--- src/rtl/io_map_multi.sv ---
`default_nettype none
// ============================================================================
// Module      : io_map_multi
// Description : Memory-mapped I/O for N players (debounced trigger/sensor,
//               sticky events, saturating hit count), M one-shot sound timers
//               and a 10-bit LFSR random source.
// Revision    : 1.0 - initial release
// ============================================================================
module io_map_multi #(
    parameter int                NUM_PLAYERS = 2,
    parameter int                NUM_SOUNDS  = 8,
    parameter int                DATA_W      = 18,
    parameter int                ADDR_W      = 16,
    parameter logic [ADDR_W-1:0] IO_BASE     = 16'h2000,
    parameter int                DEB_CYC     = 4,
    parameter int                PULSE_LEN   = 8
) (
    input  logic                   CLK,
    input  logic                   CLR,
    input  logic [NUM_PLAYERS-1:0] trigger,
    input  logic [NUM_PLAYERS-1:0] sens,
    output logic [NUM_PLAYERS-1:0] shot,
    output logic [NUM_PLAYERS-1:0] hit,
    output logic [NUM_SOUNDS-1:0]  sound,
    input  logic                   bus_wr,
    input  logic [ADDR_W-1:0]      bus_addr,
    input  logic [DATA_W-1:0]      bus_din,
    output logic [DATA_W-1:0]      bus_dout,
    output logic                   bus_sel,
    output logic [9:0]             rand_out
);

    localparam int c_NIN     = 2 * NUM_PLAYERS;
    localparam int c_DEB_W   = $clog2(DEB_CYC + 1);
    localparam int c_PULSE_W = $clog2(PULSE_LEN + 1);
    localparam logic [c_DEB_W-1:0]   c_DEB_LAST  = c_DEB_W'(DEB_CYC - 1);
    localparam logic [c_PULSE_W-1:0] c_PULSE_LD  = c_PULSE_W'(PULSE_LEN);
    localparam logic [c_PULSE_W-1:0] c_PULSE_ONE = c_PULSE_W'(1);
    localparam logic [DATA_W-1:0]    c_TMR_ONE   = DATA_W'(1);

    generate
        if (c_NIN > DATA_W) begin : g_chk_lvl_width
            $error("io_map_multi: 2*NUM_PLAYERS must not exceed DATA_W");
        end
        if (IO_BASE[7:0] != 8'h00) begin : g_chk_base_align
            $error("io_map_multi: IO_BASE low 8 bits must be zero");
        end
        if (NUM_PLAYERS < 1 || NUM_PLAYERS > 16 || NUM_SOUNDS < 1 || NUM_SOUNDS > 16) begin : g_chk_counts
            $error("io_map_multi: NUM_PLAYERS and NUM_SOUNDS must be 1..16");
        end
        if (DATA_W < 10 || DEB_CYC < 1 || PULSE_LEN < 1 || ADDR_W <= 8) begin : g_chk_misc
            $error("io_map_multi: illegal DATA_W/DEB_CYC/PULSE_LEN/ADDR_W");
        end
    endgenerate

    // Address decode shared by write strobes and read mux
    logic [ADDR_W-1:0] w_off;
    logic              w_dec;
    logic [7:0]        w_lo;

    assign w_off = bus_addr - IO_BASE;
    assign w_dec = (w_off[ADDR_W-1:8] == '0);
    assign w_lo  = w_off[7:0];

    // Inputs interleaved so the vector matches the level register layout
    logic [c_NIN-1:0] w_raw;
    logic [c_NIN-1:0] w_lvl;
    logic [c_NIN-1:0] w_rise;

    genvar gi;
    generate
        for (gi = 0; gi < NUM_PLAYERS; gi++) begin : g_raw
            assign w_raw[2*gi]   = trigger[gi];
            assign w_raw[2*gi+1] = sens[gi];
        end

        for (gi = 0; gi < c_NIN; gi++) begin : g_in
            logic               r_s1;
            logic               r_s2;
            logic               r_lvl;
            logic [c_DEB_W-1:0] r_cnt;

            always_ff @(posedge CLK) begin
                if (!CLR) begin
                    r_s1  <= 1'b0;
                    r_s2  <= 1'b0;
                    r_lvl <= 1'b0;
                    r_cnt <= '0;
                end else begin
                    r_s1 <= w_raw[gi];
                    r_s2 <= r_s1;
                    if (r_s2 != r_lvl) begin
                        if (r_cnt == c_DEB_LAST) begin
                            r_lvl <= r_s2;
                            r_cnt <= '0;
                        end else begin
                            r_cnt <= r_cnt + 1'b1;
                        end
                    end else begin
                        r_cnt <= '0;
                    end
                end
            end

            assign w_lvl[gi]  = r_lvl;
            // Rise is flagged on the same edge the new level is accepted
            assign w_rise[gi] = r_s2 && !r_lvl && (r_cnt == c_DEB_LAST);
        end
    endgenerate

    logic [NUM_PLAYERS-1:0][9:0] w_preg;

    generate
        for (gi = 0; gi < NUM_PLAYERS; gi++) begin : g_player
            logic [c_PULSE_W-1:0] r_shot_cnt;
            logic [c_PULSE_W-1:0] r_hit_cnt;
            logic [1:0]           r_evt;
            logic [7:0]           r_hcnt;
            logic                 w_tedge;
            logic                 w_sedge;
            logic                 w_pwr;
            logic [1:0]           w_w1c;

            assign w_tedge = w_rise[2*gi];
            assign w_sedge = w_rise[2*gi+1];
            assign w_pwr   = bus_wr && w_dec && (w_lo == 8'(8'h10 + gi));
            assign w_w1c   = w_pwr ? bus_din[1:0] : 2'b00;

            always_ff @(posedge CLK) begin
                if (!CLR) begin
                    r_shot_cnt <= '0;
                    r_hit_cnt  <= '0;
                    r_evt      <= 2'b00;
                    r_hcnt     <= 8'h00;
                end else begin
                    if (w_tedge)
                        r_shot_cnt <= c_PULSE_LD;
                    else if (r_shot_cnt != '0)
                        r_shot_cnt <= r_shot_cnt - c_PULSE_ONE;

                    if (w_sedge)
                        r_hit_cnt <= c_PULSE_LD;
                    else if (r_hit_cnt != '0)
                        r_hit_cnt <= r_hit_cnt - c_PULSE_ONE;

                    // New events take priority over a coincident clear
                    r_evt <= (r_evt & ~w_w1c) | {w_sedge, w_tedge};

                    if (w_pwr && bus_din[DATA_W-1])
                        r_hcnt <= {7'd0, w_sedge};
                    else if (w_sedge && r_hcnt != 8'hFF)
                        r_hcnt <= r_hcnt + 8'd1;
                end
            end

            assign shot[gi]   = (r_shot_cnt != '0);
            assign hit[gi]    = (r_hit_cnt != '0);
            assign w_preg[gi] = {r_hcnt, r_evt};
        end
    endgenerate

    logic [NUM_SOUNDS-1:0][DATA_W-1:0] w_stmr;

    generate
        for (gi = 0; gi < NUM_SOUNDS; gi++) begin : g_sound
            logic [DATA_W-1:0] r_tmr;
            logic              w_swr;

            assign w_swr = bus_wr && w_dec && (w_lo == 8'(8'h20 + gi));

            always_ff @(posedge CLK) begin
                if (!CLR)
                    r_tmr <= '0;
                else if (w_swr)
                    r_tmr <= bus_din;
                else if (r_tmr != '0)
                    r_tmr <= r_tmr - c_TMR_ONE;
            end

            assign sound[gi]  = (r_tmr != '0);
            assign w_stmr[gi] = r_tmr;
        end
    endgenerate

    logic [9:0] r_lfsr;

    always_ff @(posedge CLK) begin
        if (!CLR)
            r_lfsr <= 10'h001;
        else
            r_lfsr <= {r_lfsr[8:0], r_lfsr[9] ^ r_lfsr[6]};
    end

    assign rand_out = r_lfsr;

    logic [DATA_W-1:0] w_rdata;

    always_comb begin
        w_rdata = '0;
        if (w_dec) begin
            for (int p = 0; p < NUM_PLAYERS; p++)
                if (w_lo == 8'(8'h10 + p))
                    w_rdata = DATA_W'(w_preg[p]);
            for (int s = 0; s < NUM_SOUNDS; s++)
                if (w_lo == 8'(8'h20 + s))
                    w_rdata = w_stmr[s];
            if (w_lo == 8'h30)
                w_rdata = DATA_W'(r_lfsr);
            if (w_lo == 8'h31)
                w_rdata = DATA_W'(w_lvl);
        end
    end

    always_ff @(posedge CLK) begin
        if (!CLR) begin
            bus_dout <= '0;
            bus_sel  <= 1'b0;
        end else begin
            bus_dout <= w_rdata;
            bus_sel  <= w_dec;
        end
    end

endmodule
`default_nettype wire

--- config.mk ---
export PLATFORM = sky130hd
export DESIGN_NAME = io_map_multi
export DESIGN_NICKNAME = d
export VERILOG_FILES = /design/src/rtl/io_map_multi.sv
export SDC_FILE = /design/constraint.sdc
export NUM_CORES = 1
export LEC_CHECK = 0
export ABC_AREA = 1
export BUFFER_PORTS_ARGS = -buffer_cell sky130_fd_sc_hd__clkbuf_2
export CAP_MARGIN = 20
export CORE_MARGIN = 1
export CORE_UTILIZATION = 62
export DETAILED_ROUTE_END_ITERATION = 6
export PLACE_DENSITY = 0.81
export SYNTH_ARGS = -nofsm -noshare
export SYNTH_HDL_FRONTEND = slang
export SYNTH_SLANG_ARGS = --single-unit
--- constraint.sdc ---
create_clock -name CLK -period 2.5 [get_ports CLK]
set_input_delay 0.375 -clock CLK [delete_from_list [all_inputs] [get_ports CLK]]
set_output_delay 0.375 -clock CLK [all_outputs]
set_load 0.01 [all_outputs]
Word-level counts from Yosys, hierarchy flattened --
Cells that the tools add are included. Widths: inputs -> output; s select.
Cells by class: equal/unequal tests 22, $add $sub $neg 19, reductions and logical operators 71, bitwise operators 13, mux-type cells 42
Operators with widths (count):
- $mux 18 | 24
- $reduce_bool 18->1 | 8
- $sub 18x1->18 const B | 8
- $eq 8x6->1 const B | 10
- $mux 4 | 9
- $mux 10 | 3
- $reduce_bool 2->1 | 14
- $logic_and 1x1->1 | 23
- $add 8x1->8 const B | 2
- $eq 8x5->1 const B | 2
- $ne 8x8->1 const B | 2
- $reduce_bool 4->1 | 4
- $sub 16x14->16 const B | 1
- $sub 4x1->4 const B | 4
- $reduce_or 3->1 | 5
- $add 3x1->3 const B | 4
- $eq 3x2->1 const B | 4
- $reduce_or 2->1 | 6
- $reduce_and 2->1 | 5
- $logic_not 8->1 | 1
- $not 1->1 | 6
- $and 2x2->2 | 2
- $logic_not 1->1 | 4
- $mux 1 | 4
- other kinds (6) | 12
Word-level totals: word-level logic and storage cells 210, input bits 41, flip-flop bits (word level) 233, output and inout port bits 41

Depth between registers and ports, before layout --
depth in word-level cells 14, mapped depth 14, gate-level depth less buffers 13

Worst setup path before layout --
Ideal clock, no wire load.
kind register to output, start point register g_sound[4].r_tmr[0], end point output sound[4], data arrival time 1659 ps, cell stages (with the launch flop) 11, buffers on the path 0, slack 466 ps, data required time 2125 ps, path through dfxtp_1 inv_1 ha_1 inv_1 nor2_1 nand4_1 or2_1 nor2_1 inv_1 nor4_1 nand2_1
Between the ends: longest elaborated chain between the ends 1
RTL lines:
- from (decl) | RTL line 166 | logic [DATA_W-1:0] r_tmr;
- from (signal assigned) | RTL line 175 | r_tmr <= bus_din;
- from (signal assigned) | RTL line 177 | r_tmr <= r_tmr - c_TMR_ONE;
- $reduce_bool 18->1 | RTL line 180 | assign sound[gi] = (r_tmr != '0);
- to (decl) | RTL line 24 | output logic [NUM_SOUNDS-1:0] sound,
No other way between the ends.

Worst setup path after layout --
start point register g_sound[4].r_tmr[2], end point output sound[4]
Same word-level chain as after synthesis.

==> metrics.md <==
| Metric | Value |
|---|---|
| Async SR Flop Fraction | `0` |
| Die height | `150 µm` |
| DR vias | `14,800` |
| Mapped Area | `13,500 µm²` |
| Failing checks | `design-rule violations, negative setup slack` |
| R2r setup slk | `0.07 ns` |
| CTS Buf Count | `26` |
| Slowest-stage cell, CP | `dfxtp_4` |
| Synth-to-layout area growth | `20.1%` |
| Startpoint type of the worst setup path | `flop` |
| Synth Area in XOR/XNOR | `0.0713` |
| Worst slew margin | `0.568` |
| Clock slew at reported path FFs | `0.06 ns` |
| Fin crit share | `1.01` |
| Clk sink count | `233` |
| Post-synth top cells | `nand2_1, nor2_1, dfxtp_1` |
| Maxcap violations | `0` |
| TNS Setup | `-0.0543 ns` |
| Setup ws final | `-0.0301 ns` |
| Peak VDD IR | `923 µV` |
| DR WL/cell | `18.8 µm` |
| F_max | `395 MHz` |
| Max clock buf depth | `3` |
| Power Density | `1250 nW/µm²` |
| Core area | `21,200 µm²` |
| Fillers | `1,617` |
| Fraction of layout cells with a size suffix above 1 | `0.187` |
| Sequential area share after synthesis | `0.345` |
| Total power | `20.2 mW` |
| First-pass GRT wire length | `71,400 µm` |
| Total GRT Usage | `0.412` |
| Fraction of synthesized area in multiplexers | `0` |
| Area share of and/or/nand/nor cells after synthesis | `0.336` |
| Buffers & Inverters on Critical Path | `2` |
| Initial core utilization | `0.638` |
| Clk Latency, worst-skew pair | `0.55 ns` |
| Post-DP Area | `14,200 µm²` |
| Top_reg_cell synth | `dfxtp_1` |
| WP data arrival | `2.16 ns` |
| Vias in the first global route | `13,500` |
| Die Wd | `150 µm` |
| Starting DRT DRC Count | `1,666` |
| TritonRoute pass-1 iters | `7` |
| Synth Area in Compound Gates | `0.126` |
| Place WS | `0.0440 ns` |
| Site Rows | `53` |
| Synth top area share | `0.345` |
| Yosys top cell by area | `dfxtp_1` |
| CTS tree | `yes` |
| RePlAce Congestion | `1.02` |
| FF+latch count, synth | `233` |
| Post-DRT Antenna Nets | `0` |
| # H-tree levels | `1` |
| Largest net degree at the start of global routing | `123` |
| DP HPWL | `31,300 µm` |
| Delay-heaviest family, CP | `simple AND/OR/NAND/NOR gates` |
| WP data required | `2.12 ns` |
| # DRC | `1` |
| Yosys cell types | `51` |
| Cells along the critical path | `nor2_4 -> nand2_2 -> nor2_4 -> nand4_1 -> or2_1 -> nor2_2 -> inv_2 -> nor4_2 -> nand2_1 -> buf_2` |
| Worst Clk Skew | `0.0134 ns` |
| Post-synth EDFFs | `0` |
| Min-delay worst type | `in -> reg` |
| CP Class | `reg -> out` |
| Syn Area/Cell | `6.64 µm²` |
| Slowest stage delay, CP | `0.35 ns` |
| Slew Viols, Final | `0` |
| Final setup violation count | `2` |
| Vias/cell | `5.92` |
| Ant diodes | `0` |
| CP dominant cell by count | `nor2_4` |
| Largest family of logic cells by synthesized area | `simple AND/OR/NAND/NOR gates` |
| Worst-Margin Slew | `0.648 ns` |
| Final Net Count | `2,277` |
| Crit. End Element | `primary output` |
| Outcome | `finished with violations` |
| Top post-synthesis cells by area | `dfxtp_1, nand2_1, nor2_1, inv_1, xor2_1` |
| P_leak | `7.24 nW` |
| Gr ovfl total | `0` |
| Largest fanout on the critical path | `2` |
| # IOs | `82` |
| Port bufs | `81` |
| Syn Nets | `2,107` |
| Final Cell Area | `16,200 µm²` |
| Final Hold Fails | `0` |
| Post-Synth Adder-Cell Area | `0.0287` |
| Total Wirelength | `47,000 µm` |
| Count leader, synth | `nand2_1` |
| Root Buffer Master | `clkbuf_16` |
| Yosys warnings | `0` |
| Crit path time final | `2.53 ns` |
| Antenna violations before repair | `0` |
| Full die area | `22,400 µm²` |
| RSZ-0062 raised after global routing | `true` |
| Cells after synthesis | `2,035` |
## logic make-up after synthesis
kind of cell             Yosys count
AO/OA/AOI/OAI                    293
XOR/XNOR                         110
adder cells (fa/ha/maj)           31
buffers and inverters            316
flip-flops                       233
AND/OR/NAND/NOR                 1052
## timing repair
item,CTS,global route
endpoints found under the setup margin,8,24
hold buffers,0,0
buffers inserted,74,18
resized for setup,73,89
pin swaps,38,46
## worst paths after layout
path	from	end	depth (start not counted)
setup / recovery	g_sound[4].r_tmr[2]	sound[4]	10
hold / removal	sens[1]	g_in[3].r_s1	3
setup reg to reg	g_sound[4].r_tmr[2]	g_sound[4].r_tmr[0]	18
hold reg to reg	g_in[0].r_s1	g_in[0].r_s2	2
## registers in the layout, indices dropped and copies added, names as in the netlist, 8 cells and up
signal               cells
g_sound.r_tmr          144
g_player.r_hit_cnt       8
bus_dout                18
g_player.r_shot_cnt      8
rand_out                10
g_player.r_hcnt         16
g_in.r_cnt              12
## layout by cell type (no fill, tap or decap), types with 32 or more instances in the layout
cell	Yosys	routed
o21ai_0	88	87
nand4_1	48	48
nor2_1	324	297
dfxtp_1	233	208
buf_4	2	119
xor2_1	78	78
nand2_1	470	457
inv_1	232	212
inv_2	19	33
a21oi_1	116	114
clkbuf_2	2	74
nor3_1	63	59
xnor2_1	32	32
nand3_1	89	83
## where the power goes
part           switching, mW  leakage (nW)  internal (mW)  total, mW
logic                   5.82          4.90           4.41       10.2
registers               1.27          1.92           4.79       6.06
clock network           1.59         0.426           2.32       3.91
## through the flow
stage,hold slack (ns),std cells,utilization
2_1_floorplan,0.390,2035,-
3_3_place_gp,0.392,2365,0.673
3_5_place_dp,0.403,2365,0.673
4_1_cts,0.0201,2483,0.749
5_1_grt,0.0265,2496,0.767
6_report,0.0264,2496,0.767
## routing by layer
layer / share of wire / wire length [µm] / track usage / up-vias
met5: 0 / 0 / 0 / -
met4: 0.053 / 2500 / 0.205 / 0
met3: 0.12 / 5660 / 0.0780 / 173
met2: 0.44 / 20700 / 0.653 / 933
met1: 0.39 / 18100 / 0.535 / 6735
li1: - / - / - / 6929
## layout make-up
class / count / area [µm²] / share of cell area
Timing Repair Buffer: 205 / 1370 / 0.0845
Tap cell: 275 / 344 / 0.0212
Clock inverter: 11 / 144 / 0.00887
Inverter: 253 / 970 / 0.0598
Multi-Input combinational cell: 1486 / 7960 / 0.491
Sequential cell: 233 / 4720 / 0.291
Clock buffer: 33 / 717 / 0.0442
## worst register-to-register path, delay by kind of cell (launching register included)
kind                   cells  cell delay, ns
AO/OA/AOI/OAI              1            0.06
flip-flops                 1            0.35
buffers and inverters     11            1.09
AND/OR/NAND/NOR            6            0.80
(Power assumes the default switching activity.)
